<file path="config.mk">
export PLATFORM = sky130hd
export DESIGN_NAME = mux_scan_sel
export DESIGN_NICKNAME = d
export VERILOG_FILES = /design/src/rtl/mux_scan_sel.sv
export SDC_FILE = /design/constraint.sdc
export NUM_CORES = 1
export LEC_CHECK = 0
export ABC_AREA = 1
export CAP_MARGIN = 20
export CELL_PAD_IN_SITES_DETAIL_PLACEMENT = 1
export CELL_PAD_IN_SITES_GLOBAL_PLACEMENT = 1
export CORE_AREA = 2 2 104 106
export DETAILED_ROUTE_END_ITERATION = 16
export DIE_AREA = 0 0 106 108
export GPL_ROUTABILITY_DRIVEN = 0
export GPL_TIMING_DRIVEN = 0
export PLACE_DENSITY = 0.84
export SETUP_SLACK_MARGIN = 0.2
export SYNTH_ARGS = -nofsm -noshare
export SYNTH_HDL_FRONTEND = slang
export SYNTH_SLANG_ARGS = --single-unit
</file>
<file path="constraint.sdc">
create_clock -name clk -period 3.8 [get_ports clk]
set_input_delay 0.76 -clock clk [delete_from_list [all_inputs] [get_ports clk]]
set_output_delay 0.76 -clock clk [all_outputs]
set_load 0.05 [all_outputs]
</file>
<file path="src/rtl/mux_scan_sel.sv">
// mux_scan_sel: registered N-channel selector.
// Each cycle one of n_ch data words is chosen under one of four modes:
// direct select, timed round-robin scan, fixed priority (lowest index wins)
// or maximum value (ties to the lowest index). The chosen word, its channel
// index and a valid flag are all registered, so there is no combinational
// path from any input to any output. 'hold' freezes the outputs and the
// scan state; the previous-mode register keeps tracking 'mode' regardless,
// so that scan entry is detected against the real mode history.
module mux_scan_sel #(
    parameter int n_ch     = 4,
    parameter int w_data   = 8,
    parameter int w_sel    = $clog2(n_ch),
    parameter int w_period = 16
) (
    input  logic                     clk,
    input  logic                     rst,
    input  logic [n_ch*w_data-1:0]   data,
    input  logic [n_ch-1:0]          ch_en,
    input  logic [1:0]               mode,
    input  logic [w_sel-1:0]         sel,
    input  logic [w_period-1:0]      period,
    input  logic                     hold,
    output logic [w_data-1:0]        out,
    output logic [w_sel-1:0]         out_ch,
    output logic                     out_valid
);

    localparam logic [1:0] MODE_DIRECT = 2'b00;
    localparam logic [1:0] MODE_SCAN   = 2'b01;
    localparam logic [1:0] MODE_PRIO   = 2'b10;
    localparam logic [1:0] MODE_MAX    = 2'b11;

    // Channel count widened by one bit so an out-of-range 'sel' can be
    // detected when n_ch is not a power of two.
    localparam logic [w_sel:0] LP_N_CH = (w_sel+1)'(n_ch);

    // ------------------------------------------------------------------
    // Helper functions
    // ------------------------------------------------------------------

    // Word of channel 'idx'; indices beyond n_ch yield zero.
    function automatic logic [w_data-1:0] f_word(
        input logic [n_ch*w_data-1:0] d,
        input logic [w_sel-1:0]       idx
    );
        logic [w_data-1:0] word;
        word = '0;
        for (int i = 0; i < n_ch; i++) begin
            if (w_sel'(i) == idx) begin
                word = d[i*w_data +: w_data];
            end else begin
                word = word;
            end
        end
        return word;
    endfunction

    // Enable bit of channel 'idx'; indices beyond n_ch read as disabled.
    function automatic logic f_en_bit(
        input logic [n_ch-1:0]  en,
        input logic [w_sel-1:0] idx
    );
        logic bit_v;
        bit_v = 1'b0;
        for (int i = 0; i < n_ch; i++) begin
            if (w_sel'(i) == idx) begin
                bit_v = en[i];
            end else begin
                bit_v = bit_v;
            end
        end
        return bit_v;
    endfunction

    // Lowest enabled channel index (zero when none is enabled).
    function automatic logic [w_sel-1:0] f_lowest(
        input logic [n_ch-1:0] en
    );
        logic [w_sel-1:0] idx;
        idx = '0;
        // Scan downwards so the last hit is the lowest index.
        for (int i = n_ch - 1; i >= 0; i--) begin
            if (en[i]) begin
                idx = w_sel'(i);
            end else begin
                idx = idx;
            end
        end
        return idx;
    endfunction

    // Next enabled channel strictly above 'p', wrapping to the lowest
    // enabled channel (which may be 'p' itself when it is the only one).
    function automatic logic [w_sel-1:0] f_next_above(
        input logic [n_ch-1:0]  en,
        input logic [w_sel-1:0] p
    );
        logic [w_sel-1:0] idx;
        idx = f_lowest(en);
        for (int i = n_ch - 1; i >= 0; i--) begin
            if (en[i] && (w_sel'(i) > p)) begin
                idx = w_sel'(i);
            end else begin
                idx = idx;
            end
        end
        return idx;
    endfunction

    // Enabled channel with the largest unsigned word; ties keep the lower
    // index because only a strictly larger word replaces the candidate.
    function automatic logic [w_sel-1:0] f_max_idx(
        input logic [n_ch*w_data-1:0] d,
        input logic [n_ch-1:0]        en
    );
        logic [w_sel-1:0]  best_idx;
        logic [w_data-1:0] best_val;
        logic              found;
        best_idx = '0;
        best_val = '0;
        found    = 1'b0;
        for (int i = 0; i < n_ch; i++) begin
            if (en[i] && (!found || (d[i*w_data +: w_data] > best_val))) begin
                best_idx = w_sel'(i);
                best_val = d[i*w_data +: w_data];
                found    = 1'b1;
            end else begin
                best_idx = best_idx;
            end
        end
        return best_idx;
    endfunction

    // ------------------------------------------------------------------
    // State
    // ------------------------------------------------------------------
    logic [w_data-1:0]   r_out;
    logic [w_sel-1:0]    r_out_ch;
    logic                r_out_valid;
    logic [w_sel-1:0]    r_ptr;
    logic [w_period-1:0] r_dwell;
    logic [1:0]          r_prev_mode;

    logic [w_data-1:0]   w_out_nxt;
    logic [w_sel-1:0]    w_out_ch_nxt;
    logic                w_out_valid_nxt;
    logic [w_sel-1:0]    w_ptr_nxt;
    logic [w_period-1:0] w_dwell_nxt;

    logic                w_any_en;
    logic                w_sel_ok;
    logic                w_cur_en;
    logic [w_sel-1:0]    w_lowest;
    logic [w_sel-1:0]    w_next;
    logic [w_sel-1:0]    w_max_idx;

    // Shared selection terms used by the next-state logic.
    always_comb begin
        w_any_en  = |ch_en;
        w_sel_ok  = ({1'b0, sel} < LP_N_CH);
        w_cur_en  = f_en_bit(ch_en, r_ptr);
        w_lowest  = f_lowest(ch_en);
        w_next    = f_next_above(ch_en, r_ptr);
        w_max_idx = f_max_idx(data, ch_en);
    end

    // Next-state selection for outputs and scan state, per mode.
    always_comb begin
        w_out_nxt       = r_out;
        w_out_ch_nxt    = r_out_ch;
        w_out_valid_nxt = r_out_valid;
        w_ptr_nxt       = r_ptr;
        w_dwell_nxt     = r_dwell;

        if (hold) begin
            // Everything keeps its value; defaults above already say so.
            w_out_valid_nxt = r_out_valid;
        end else begin
            case (mode)
                MODE_DIRECT: begin
                    if (w_sel_ok) begin
                        w_out_nxt       = f_word(data, sel);
                        w_out_ch_nxt    = sel;
                        w_out_valid_nxt = 1'b1;
                    end else begin
                        w_out_valid_nxt = 1'b0;
                    end
                end

                MODE_SCAN: begin
                    if (r_prev_mode != MODE_SCAN) begin
                        // Entry restarts at the lowest enabled channel; it
                        // outranks any pending dwell expiry.
                        if (w_any_en) begin
                            w_ptr_nxt = w_lowest;
                        end else begin
                            w_ptr_nxt = r_ptr;
                        end
                        w_dwell_nxt     = '0;
                        w_out_valid_nxt = w_any_en;
                    end else if (!w_any_en) begin
                        // Nothing to show: pointer and dwell stay frozen.
                        w_out_valid_nxt = 1'b0;
                    end else if (!w_cur_en) begin
                        // Current channel dropped out mid-dwell: move on and
                        // flag the cycle it would have been shown as invalid.
                        w_ptr_nxt       = w_next;
                        w_dwell_nxt     = '0;
                        w_out_valid_nxt = 1'b0;
                    end else if (r_dwell >= period) begin
                        // '>=' so a shortened period forces an advance.
                        w_ptr_nxt       = w_next;
                        w_dwell_nxt     = '0;
                        w_out_valid_nxt = 1'b1;
                    end else begin
                        w_dwell_nxt     = r_dwell + w_period'(1);
                        w_out_valid_nxt = 1'b1;
                    end
                    w_out_nxt    = f_word(data, w_ptr_nxt);
                    w_out_ch_nxt = w_ptr_nxt;
                end

                MODE_PRIO: begin
                    if (w_any_en) begin
                        w_out_nxt       = f_word(data, w_lowest);
                        w_out_ch_nxt    = w_lowest;
                        w_out_valid_nxt = 1'b1;
                    end else begin
                        w_out_valid_nxt = 1'b0;
                    end
                end

                MODE_MAX: begin
                    if (w_any_en) begin
                        w_out_nxt       = f_word(data, w_max_idx);
                        w_out_ch_nxt    = w_max_idx;
                        w_out_valid_nxt = 1'b1;
                    end else begin
                        w_out_valid_nxt = 1'b0;
                    end
                end

                default: begin
                    w_out_valid_nxt = 1'b0;
                end
            endcase
        end
    end

    // State and output registers; prev_mode follows 'mode' even during hold.
    always_ff @(posedge clk or negedge rst) begin
        if (!rst) begin
            r_out       <= '0;
            r_out_ch    <= '0;
            r_out_valid <= 1'b0;
            r_ptr       <= '0;
            r_dwell     <= '0;
            r_prev_mode <= MODE_DIRECT;
        end else begin
            r_out       <= w_out_nxt;
            r_out_ch    <= w_out_ch_nxt;
            r_out_valid <= w_out_valid_nxt;
            r_ptr       <= w_ptr_nxt;
            r_dwell     <= w_dwell_nxt;
            r_prev_mode <= mode;
        end
    end

    assign out       = r_out;
    assign out_ch    = r_out_ch;
    assign out_valid = r_out_valid;

endmodule
</file>
==> results.toml <==
[power_and_ir_drop]
p_per_area_nw_per_um2 = 293
max-vdd-ir-drop_mv = 0.209
power.leakage_uw = 0.00289

[routing]
drt-total-wl_um = 20700
drt_iter0_drc = 461
ant_nets = 0
drc = 0
viasPerCell = 6.24
firstDrtPassIters = 5
wl_per_cell_um = 23.0
vias = 5634

[sta]
setup_violations = 10
period_share = 1.56
hold_violations = 0
tightestPinTransition_ps = 985
holdWs_ps = 555
finalMaxSlewViolations = 0
tns_ps = -20740
rsz0062_at_grt = "true"
clock_skew_ps = 5.93
min_period_ps = 5940
max_freq_mhz = 168
max_slew_margin = 0.341
worst_slack_ps = -2140

[global_route]
first_global_vias = 5770
met2_usage = 0.559
grt_pass1_wl_um = 28400
busiest_layer = "met2"
grt_max_degree = 21
antenna_found_initial = 0
grt_overflow_total = 0
met3_usage = 0.0446
grtUsageTotal = 0.315
use_met1 = 0.383

[clock_network]
cts_num_sinks = 31
cts_root_buffer = "clkbuf_8"
numCtsBuffers = 5
worstSkewPairLatency_ps = 290
cts_tree = "done"
cts_max_level = 2
cts_buffer_depth = 2
clkTransAtPathRegs_ps = 70

[run_status]
violations = "setup timing"
status = "complete, but fails checks"

[worst_hold_path]
hold_path.class = "flip-flop to flip-flop"

[setup_path]
path_buf_inv = 10
slowest_stage = "ha_1"
crit_path_start_kind = "input port"
critPathArrivalTime_ps = 6130
crit_path_max_incr_delay_ps = 330
path_common_cell = "nand2_1"
critical_path_class = "input port to flip-flop"
cp.required_ps = 3990
critPathTopFamily = "compound AO/OA/AOI/OAI gates"
critPathMaxFanout = 7
end_kind = "flip-flop"

[floorplan]
start_util = 0.405
core_area_um2 = 10200
fp.dieH_um = 108
row_count = 37
design.die.area_um2 = 11400
io-pin-count = 70
die_x_um = 106

[synth]
synth.cell_area_um2 = 4140
syn_area_per_cell_um2 = 6.28
synth_seq_cells = 31
synth_edf_count = 0
synth_fp_nets = 759
synth-seq-area-share = 0.187
synthCells = 659
ys.flop_type = "dfrtp_1"
async_flop_share = 1.00
yosysWarnings = 0
yosysUniqueCellTypes = 42

[layout]
final_cells = 903
final_cell_mix = "nand2_1 (139), inv_1 (101), clkdlybuf4s50_1 (49)"
final_cell_area_um2 = 6020
layout-drive-gt1-share = 0.254
finalNetCount = 866
synthToLayoutAreaGrowth_pct = 45.5
final_common_cell = "nand2_1"
num_antenna_cells = 0
fin_util = 0.589

[place]
portBuffers = 66
place_area_um2 = 5170
dpl.hpwl_um = 13300
placedCellCount = 862

[flow_run]
cap_violations = 0
[routing by layer]
| layer | up-vias | share of wire |
|---|---|---|
| met2 | 412 | 0.48 |
| met3 | 130 | 0.084 |
| met5 | - | 0 |
| met1 | 2687 | 0.38 |
| li1 | 2405 | - |
| met4 | 0 | 0.060 |
[stage by stage]
| stage | worst slack (ps) | total power, uW |
|---|---|---|
| after floorplan | -1100 | 867 |
| after global routing | -2250 | 1840 |
| after global placement | -2880 | 1100 |
| final | -2140 | 1770 |
| after detailed placement | -3090 | 1140 |
| after CTS | -1500 | 1590 |
[cell usage after synthesis (all sizes together) (2+ instances only)]
master   instances  area, um2
nand2          171        664
inv            118        445
a21oi           52        287
nand3           49        255
nor2            47        225
o21ai           45        225
ha              41        513
dfrtp           31        776
o22ai           15       93.8
nor3            11       75.1
o21a             9       67.6
a21boi           8       60.1
buf              8       60.1
o221ai           8       70.1
or2              8       50.1
o211ai           7       52.6
xor2             7       61.3
nand4            6       37.5
clkbuf           5       18.8
a211oi           3       22.5
a221o            3       30.0
o2111ai          2       17.5
[layout make-up]
type	count	area (um2)
multi-input cells	496	3390
repair buffers	100	977
clock buffers	6	82.6
clock inverters	2	35.0
plain buffers	13	135
well taps	136	170
fillers	1315	4210
inverters	119	454
flip-flops and latches	31	776
[sequential cells by signal, summed over array words and instances, names as in the netlist]
| name | count |
|---|---|
| r_ptr | 2 |
| out_valid | 1 |
| r_prev_mode | 2 |
| r_dwell | 16 |
| out_ch | 2 |
| out | 8 |
[power by group]
| part | switching [uW] | leakage (uW) | internal, uW |
|---|---|---|---|
| registers | 25.9 | 0.000398 | 357 |
| logic | 622 | 0.00243 | 404 |
| clock network | 145 | 0.0000612 | 212 |
| total | 793 | 0.00289 | 973 |
[final timing paths]
check | from | end | slack, ps | cells past startpoint
setup reg to reg | r_dwell[11] | out[1] | 960 | 21
max in group asynchronous | rst | r_dwell[13] | 2370 | 2
min in group asynchronous | rst | r_dwell[2] | 880 | 1
setup / recovery | ch_en[0] | out[1] | -2140 | 37
hold reg to reg | r_dwell[15] | r_dwell[15] | 550 | 1
hold / removal | r_dwell[15] | r_dwell[15] | 550 | 1
[timing repair]
| item | 4_1_cts | 5_1_grt |
|---|---|---|
| gates resized for setup | 92 | 66 |
| pin swaps | 35 | 56 |
| cloned | 2 | 0 |
| hold endpoints to repair | 0 | 0 |
| endpoints found under the setup margin | 10 | 10 |
| buffers inserted | 20 | 11 |
| hold buffers | 0 | 0 |
[cells by family after synthesis]
group,synth area share
DFF,0.187
buffers and inverters,0.128
xor gates and xnor gates,0.0148
and+or+nand+nor,0.317
adders and majority gates,0.124
AOI/OAI and AO/OA,0.229
Power figures use the tool's default switching activity.
